[src/rtl/mem_pkg.sv]
// mem_pkg: shared encodings for the MEM pipeline stage.
// Holds access-size codes, FSM state codes, the op bundle and an alignment check.
package mem_pkg;

   localparam logic [1:0] SZ_BYTE = 2'b00;
   localparam logic [1:0] SZ_HALF = 2'b01;
   localparam logic [1:0] SZ_WORD = 2'b10;

   localparam logic [1:0] ST_IDLE   = 2'b00;
   localparam logic [1:0] ST_ACCESS = 2'b01;
   localparam logic [1:0] ST_HOLD   = 2'b10;

   typedef struct packed {
      logic       ld;
      logic       st;
      logic [1:0] size;
      logic       sgn;
   } mem_op_t;

   // Size 11 behaves as a word access.
   function automatic logic misaligned(input logic [1:0] size,
                                       input logic [1:0] lo);
      logic m;
      unique case (1'b1)
         (size == SZ_BYTE): m = 1'b0;
         (size == SZ_HALF): m = lo[0];
         default:           m = (lo != 2'b00);
      endcase
      return m;
   endfunction

endpackage

[src/rtl/mem_align.sv]
// mem_align: byte-lane steering for stores and lane extraction for loads.
// Ports: size_i/sign_i/addr_i (low addr bits), b_i store data, rdata_i read word;
// we_o byte strobes, wdata_o replicated store data, ldata_o extended load value.
module mem_align
   import mem_pkg::*;
(
   input  logic [1:0]  size_i,
   input  logic        sign_i,
   input  logic [1:0]  addr_i,
   input  logic [31:0] b_i,
   input  logic [31:0] rdata_i,
   output logic [3:0]  we_o,
   output logic [31:0] wdata_o,
   output logic [31:0] ldata_o
);

   logic [31:0] lane;

   // Shift the addressed lane down to bit 0.
   assign lane = rdata_i >> {addr_i, 3'b000};

   always_comb begin
      we_o    = 4'b1111;
      wdata_o = b_i;
      ldata_o = lane;
      unique case (1'b1)
         (size_i == SZ_BYTE): begin
            we_o    = 4'b0001 << addr_i;
            wdata_o = {4{b_i[7:0]}};
            ldata_o = {{24{sign_i & lane[7]}}, lane[7:0]};
         end
         (size_i == SZ_HALF): begin
            we_o    = 4'b0011 << addr_i;
            wdata_o = {2{b_i[15:0]}};
            ldata_o = {{16{sign_i & lane[15]}}, lane[15:0]};
         end
         default: ;
      endcase
   end

endmodule

[src/rtl/mem_seg_param.sv]
// mem_seg_param: MEM stage with valid/ready handshake and fixed-latency memory.
// Ports: in_* upstream EX bundle, mem_* memory port, out_*/lmd/ir_out/misalign to WB.
module mem_seg_param
   import mem_pkg::*;
#(
   parameter int ADDR_W  = 14,
   parameter int MEM_LAT = 3,
   parameter int DATA_W  = 32
) (
   input  logic              clk,
   input  logic              rst,
   input  logic              in_valid,
   output logic              in_ready,
   input  logic [DATA_W-1:0] b_i,
   input  logic [DATA_W-1:0] aluo_i,
   input  logic [31:0]       ir_i,
   input  logic              is_load,
   input  logic              is_store,
   input  logic [1:0]        size_i,
   input  logic              sign_i,
   output logic              mem_en,
   output logic [3:0]        mem_we,
   output logic [ADDR_W-1:0] mem_addr,
   output logic [DATA_W-1:0] mem_wdata,
   input  logic [DATA_W-1:0] mem_rdata,
   output logic              out_valid,
   input  logic              out_ready,
   output logic [DATA_W-1:0] aluo_out,
   output logic [DATA_W-1:0] lmd,
   output logic [31:0]       ir_out,
   output logic              misalign
);

   if (DATA_W != 32) begin : g_bad_dw
      $error("mem_seg_param: DATA_W must be 32");
   end
   if (MEM_LAT < 1 || MEM_LAT > 15) begin : g_bad_lat
      $error("mem_seg_param: MEM_LAT must be 1..15");
   end

   localparam logic [3:0] LAST = 4'(MEM_LAT - 1);

   logic [1:0]        state_q, state_d;
   logic [3:0]        cnt_q, cnt_d;
   mem_op_t           op_q, op_d;
   logic [DATA_W-1:0] b_q, b_d;
   logic [DATA_W-1:0] aluo_q, aluo_d;
   logic [DATA_W-1:0] lmd_q, lmd_d;
   logic [31:0]       ir_q, ir_d;
   logic              mis_q, mis_d;

   logic        accept, last, in_mem, in_mis;
   logic [3:0]  we_w;
   logic [31:0] wdata_w, ldata_w;

   mem_align u_align (
      .size_i  (op_q.size),
      .sign_i  (op_q.sgn),
      .addr_i  (aluo_q[1:0]),
      .b_i     (b_q),
      .rdata_i (mem_rdata),
      .we_o    (we_w),
      .wdata_o (wdata_w),
      .ldata_o (ldata_w)
   );

   assign in_ready = (state_q == ST_IDLE)
                   | ((state_q == ST_HOLD) & out_ready);
   assign accept   = in_valid & in_ready;
   assign last     = (state_q == ST_ACCESS) & (cnt_q == LAST);
   assign in_mem   = is_load | is_store;
   assign in_mis   = in_mem & misaligned(size_i, aluo_i[1:0]);

   always_comb begin
      state_d = state_q;
      cnt_d   = cnt_q;
      op_d    = op_q;
      b_d     = b_q;
      aluo_d  = aluo_q;
      ir_d    = ir_q;
      mis_d   = mis_q;
      lmd_d   = lmd_q;
      unique case (1'b1)
         accept: begin
            // Store wins when both class bits are set.
            op_d.ld   = is_load & ~is_store;
            op_d.st   = is_store;
            op_d.size = size_i;
            op_d.sgn  = sign_i;
            b_d       = b_i;
            aluo_d    = aluo_i;
            ir_d      = ir_i;
            mis_d     = in_mis;
            lmd_d     = '0;
            cnt_d     = '0;
            state_d   = (in_mem & ~in_mis) ? ST_ACCESS : ST_HOLD;
         end
         last: begin
            state_d = ST_HOLD;
            if (op_q.ld) lmd_d = ldata_w;
         end
         ((state_q == ST_ACCESS) & (cnt_q != LAST)): begin
            cnt_d = cnt_q + 4'd1;
         end
         ((state_q == ST_HOLD) & out_ready & ~in_valid): begin
            state_d = ST_IDLE;
         end
         default: ;
      endcase
   end

   always_ff @(posedge clk or negedge rst) begin
      if (!rst) begin
         state_q <= ST_IDLE;
         cnt_q   <= '0;
         op_q    <= '0;
         b_q     <= '0;
         aluo_q  <= '0;
         ir_q    <= '0;
         mis_q   <= 1'b0;
         lmd_q   <= '0;
      end else begin
         state_q <= state_d;
         cnt_q   <= cnt_d;
         op_q    <= op_d;
         b_q     <= b_d;
         aluo_q  <= aluo_d;
         ir_q    <= ir_d;
         mis_q   <= mis_d;
         lmd_q   <= lmd_d;
      end
   end

   // Strobes only on the final access cycle, so a reset mid-access
   // can never leave a partial write behind.
   assign mem_en    = (state_q == ST_ACCESS);
   assign mem_we    = (last & op_q.st) ? we_w : 4'b0000;
   assign mem_addr  = aluo_q[ADDR_W+1:2];
   assign mem_wdata = wdata_w;
   assign out_valid = (state_q == ST_HOLD);
   assign aluo_out  = aluo_q;
   assign lmd       = lmd_q;
   assign ir_out    = ir_q;
   assign misalign  = mis_q;

endmodule

[config.mk]
export PLATFORM = sky130hd
export DESIGN_NAME = mem_seg_param
export DESIGN_NICKNAME = d
export VERILOG_FILES = /design/src/rtl/mem_pkg.sv /design/src/rtl/mem_align.sv /design/src/rtl/mem_seg_param.sv
export SDC_FILE = /design/constraint.sdc
export NUM_CORES = 1
export LEC_CHECK = 0
export ABC_AREA = 1
export BUFFER_PORTS_ARGS = -buffer_cell sky130_fd_sc_hd__buf_2
export CAP_MARGIN = 30
export CORE_MARGIN = 2
export CORE_UTILIZATION = 49
export DETAILED_ROUTE_END_ITERATION = 10
export PLACE_DENSITY = 0.9
export SYNTH_ARGS = -nofsm -noshare
export SYNTH_HDL_FRONTEND = slang
export SYNTH_HIERARCHICAL = 1
export SYNTH_SLANG_ARGS = --single-unit
[constraint.sdc]
create_clock -name clk -period 1.5 [get_ports clk]
set_input_delay 0.15 -clock clk [delete_from_list [all_inputs] [get_ports clk]]
set_output_delay 0.15 -clock clk [all_outputs]
set_load 0.005 [all_outputs]
==> flow_summary_export.csv <==
group,metric,value,unit
status,status,"finished with violations",
status,violations,"negative setup slack",
pwr,pwr-share-comb,48.2,%
synth,syn_inst,896,
timing,hold_violations,0,
critical_path,cp.arrival,1.60,ns
synth,mappedNetlistArea,6970,um^2
pwr,p_leak,6.04,nW
placement,dp_cells,1312,
cts,cts-buffers-inserted,17,
die,core,13900,um^2
flow_run,maxCapViolations,0,
pwr,p_sw,8.60,mW
die,fp.dieW,123,um
timing,rsz0062_at_grt,"yes",
global_route,groute.usage.overall,29.9,%
drt,viasPerCell,5.38,
timing,hold-worst-slack,0.0297,ns
critical_path,crit_fanout,4,
global_route,antenna_found_initial,0,
placement,hpwl,13900,um
timing,fin_crit,1.75,ns
critical_path,startpoint_type,"flop",
finish,nets,1413,
finish,final_cell_mix,"nand2_1 (460), buf_2 (279), dfrtp_1 (137)",
drt,route.met3.wl,2310,um
cts,clockRootBuffer,"clkbuf_16",
die,die_height,123,um
die,die_area,15200,um^2
synth,ys_seq_area_share,50.3,%
cts,clk_pin_slew,0.06,ns
die,ioPinCount,287,
timing,setup_viol,60,
cts,clock_sink_count,140,
drt,wirelength,25000,um
global_route,grt_max_degree,57,
pwr,worst_ir_drop_vdd,0.00119,V
placement,place_ws,0.0350,ns
drt,met2_length,12700,um
drt,vias,7888,
drt,top_layer,"met4",
min_path,min_path_cells,3,
timing,slew-limit-headroom,71.0,%
critical_path,rr_worst_depth,10,
finish,final_cells,1466,
critical_path,critPathLaunch,"cnt_q[0]",
synth,syn_nets,1035,
drt,drc,0,
timing,setup-tns-final,-7.43,ns
global_route,gr-total-overflow,0,
placement,globalplace.congestion,0.913,
die,fp-row-count,43,
cts,htree_levels,4,
synth,ys_ff_latch,140,
pwr,p_int,12.1,mW
timing,fmax,0.572,GHz
timing,layout_setup_ws,-0.247,ns
global_route,grt_pass1_vias,7315,
drt,postRouteAntennaNets,0,
drt,wl_met1,8850,um
critical_path,rrSetupSlack,-0.12,ns
timing,slew_violations,0,
drt,initialDrtViolationCount,911,
synth,synth_area_per_cell,7.78,um^2
critical_path,worstReg2RegEnd,"lmd[5]",
finish,diodes,0,
timing,worst_pin_slew,0.430,ns
pwr,power_frac_seq,31.7,%
pwr,p_total,20.7,mW
critical_path,critPathCaptureType,"output pin",
finish,drive_above_1_share,33.3,%
finish,final_common_cell,"nand2_1",
drt,drt-wirelength-per-cell,17.0,um
synth,yosysWarnings,6,
pwr,pwr-share-clk,20.1,%
pwr,power_density,1970,nW/um^2
critical_path,endpoint,"mem_we[1]",
timing,fin_skew,0.0102,ns
critical_path,reg2reg_from,"cnt_q[0]",
cts,clockBufferDepth,2,
finish,syn_to_final_growth,50.5,%
drt,dr.pass1.iters,6,
critical_path,crit_required,1.35,ns
cts,cts_tree,"done",
pwr,p_sw_share,41.5,%
global_route,grt_pass1_wl,35100,um
min_path,hold_path_class,"in2reg",
synth,synth.distinct_cells,24,
cts,insertion_delay,0.42,ns
die,start_util,50.2,%
critical_path,worst-setup-path-type,"reg2out",
timing,post-route-period-util,116,%
placement,io_buffers,286,
repair_timing:
item                       CTS  global route
pin swaps                   22            13
setup buffers               11             8
hold endpoints to repair   135             0
resized for setup           28            51
setup endpoints to repair   28            70
hold buffers                99             0
cloned                       1             4
Yosys cell counts:
cell / count / area, um^2
a21oi_1: 22 / 110
and2_1: 1 / 6.26
buf_12: 1 / 20.0
buf_2: 30 / 150
buf_4: 23 / 173
buf_6: 16 / 180
clkbuf_1: 3 / 11.3
dfrtp_1: 140 / 3500
ha_1: 2 / 25.0
inv_1: 30 / 113
inv_2: 5 / 18.8
inv_8: 1 / 11.3
nand2_1: 478 / 1790
nand2_4: 2 / 22.5
nand3_1: 63 / 315
nand3_2: 12 / 120
nand3_4: 2 / 35.0
nor2_1: 17 / 63.8
nor2_4: 5 / 56.3
o211ai_1: 7 / 52.6
o21ai_0: 33 / 165
o22ai_1: 1 / 6.26
xnor2_1: 1 / 8.76
xor2_1: 1 / 8.76
cells by family after synthesis:
kind of cell,after synthesis,synth area share (%)
and+or+nand+nor,580,34.6
DFF,140,50.3
buffers and inverters,109,9.71
AOI/OAI and AO/OA,63,4.79
xor gates and xnor gates,2,0.251
adders and majority gates,2,0.359
power groups by stage:
stage	sequential (mW)	combinational (mW)	clock, mW
2_1_floorplan	6.23	5.15	0
3_3_place_gp	6.33	7.61	0
3_5_place_dp	6.37	7.85	0
4_1_cts	6.40	8.54	4.18
5_1_grt	6.69	10.8	4.38
6_report	6.56	9.99	4.16
how the worst min path moves through the flow:
stage,start,endpoint
finish,size_i[1],op_q[2]
global route,aluo_i[1],aluo_out[1]
CTS,aluo_i[1],aluo_out[1]
detailed placement,rst,aluo_out[14]
global placement,rst,aluo_out[19]
floorplan,rst,aluo_out[0]
cell type report:
class,instances,area [um^2]
clock buffers,18,439
clock inverters,13,141
flip-flops and latches,140,3510
fillers,892,3390
repair buffers,430,3050
inverters,36,158
well taps,180,225
multi-input cells,649,2960
registers in the layout, indices dropped and copies added (netlist names):
signal / cells
state_q: 2
cnt_q: 4
op_q: 5
misalign: 1
ir_out: 32
lmd: 32
aluo_out: 32
b_q: 32
worst max-delay path, stage by stage (launching register included):
cell and delay (ns):
dfrtp_1 0.39, inv_1 0.07, ha_2 0.17, nand3_2 0.10, inv_2 0.10, nand3_4 0.10
nor2_1 0.13, buf_2 0.12
through the flow:
stage | instance area, um^2 | util [%]
floorplan | 6970 | -
global placement | 8410 | 60.6
detailed placement | 8410 | 60.6
CTS | 10100 | 73.1
global route | 10500 | 75.6
finish | 10500 | 75.6
metal layers:
metal	global-route usage, %	vias up
met1	34.3	3710
met5	0	-
met2	50.8	535
met4	16.4	0
met3	8.03	112
li1	-	3531
No activity file was read; power rests on OpenSTA's default activity.
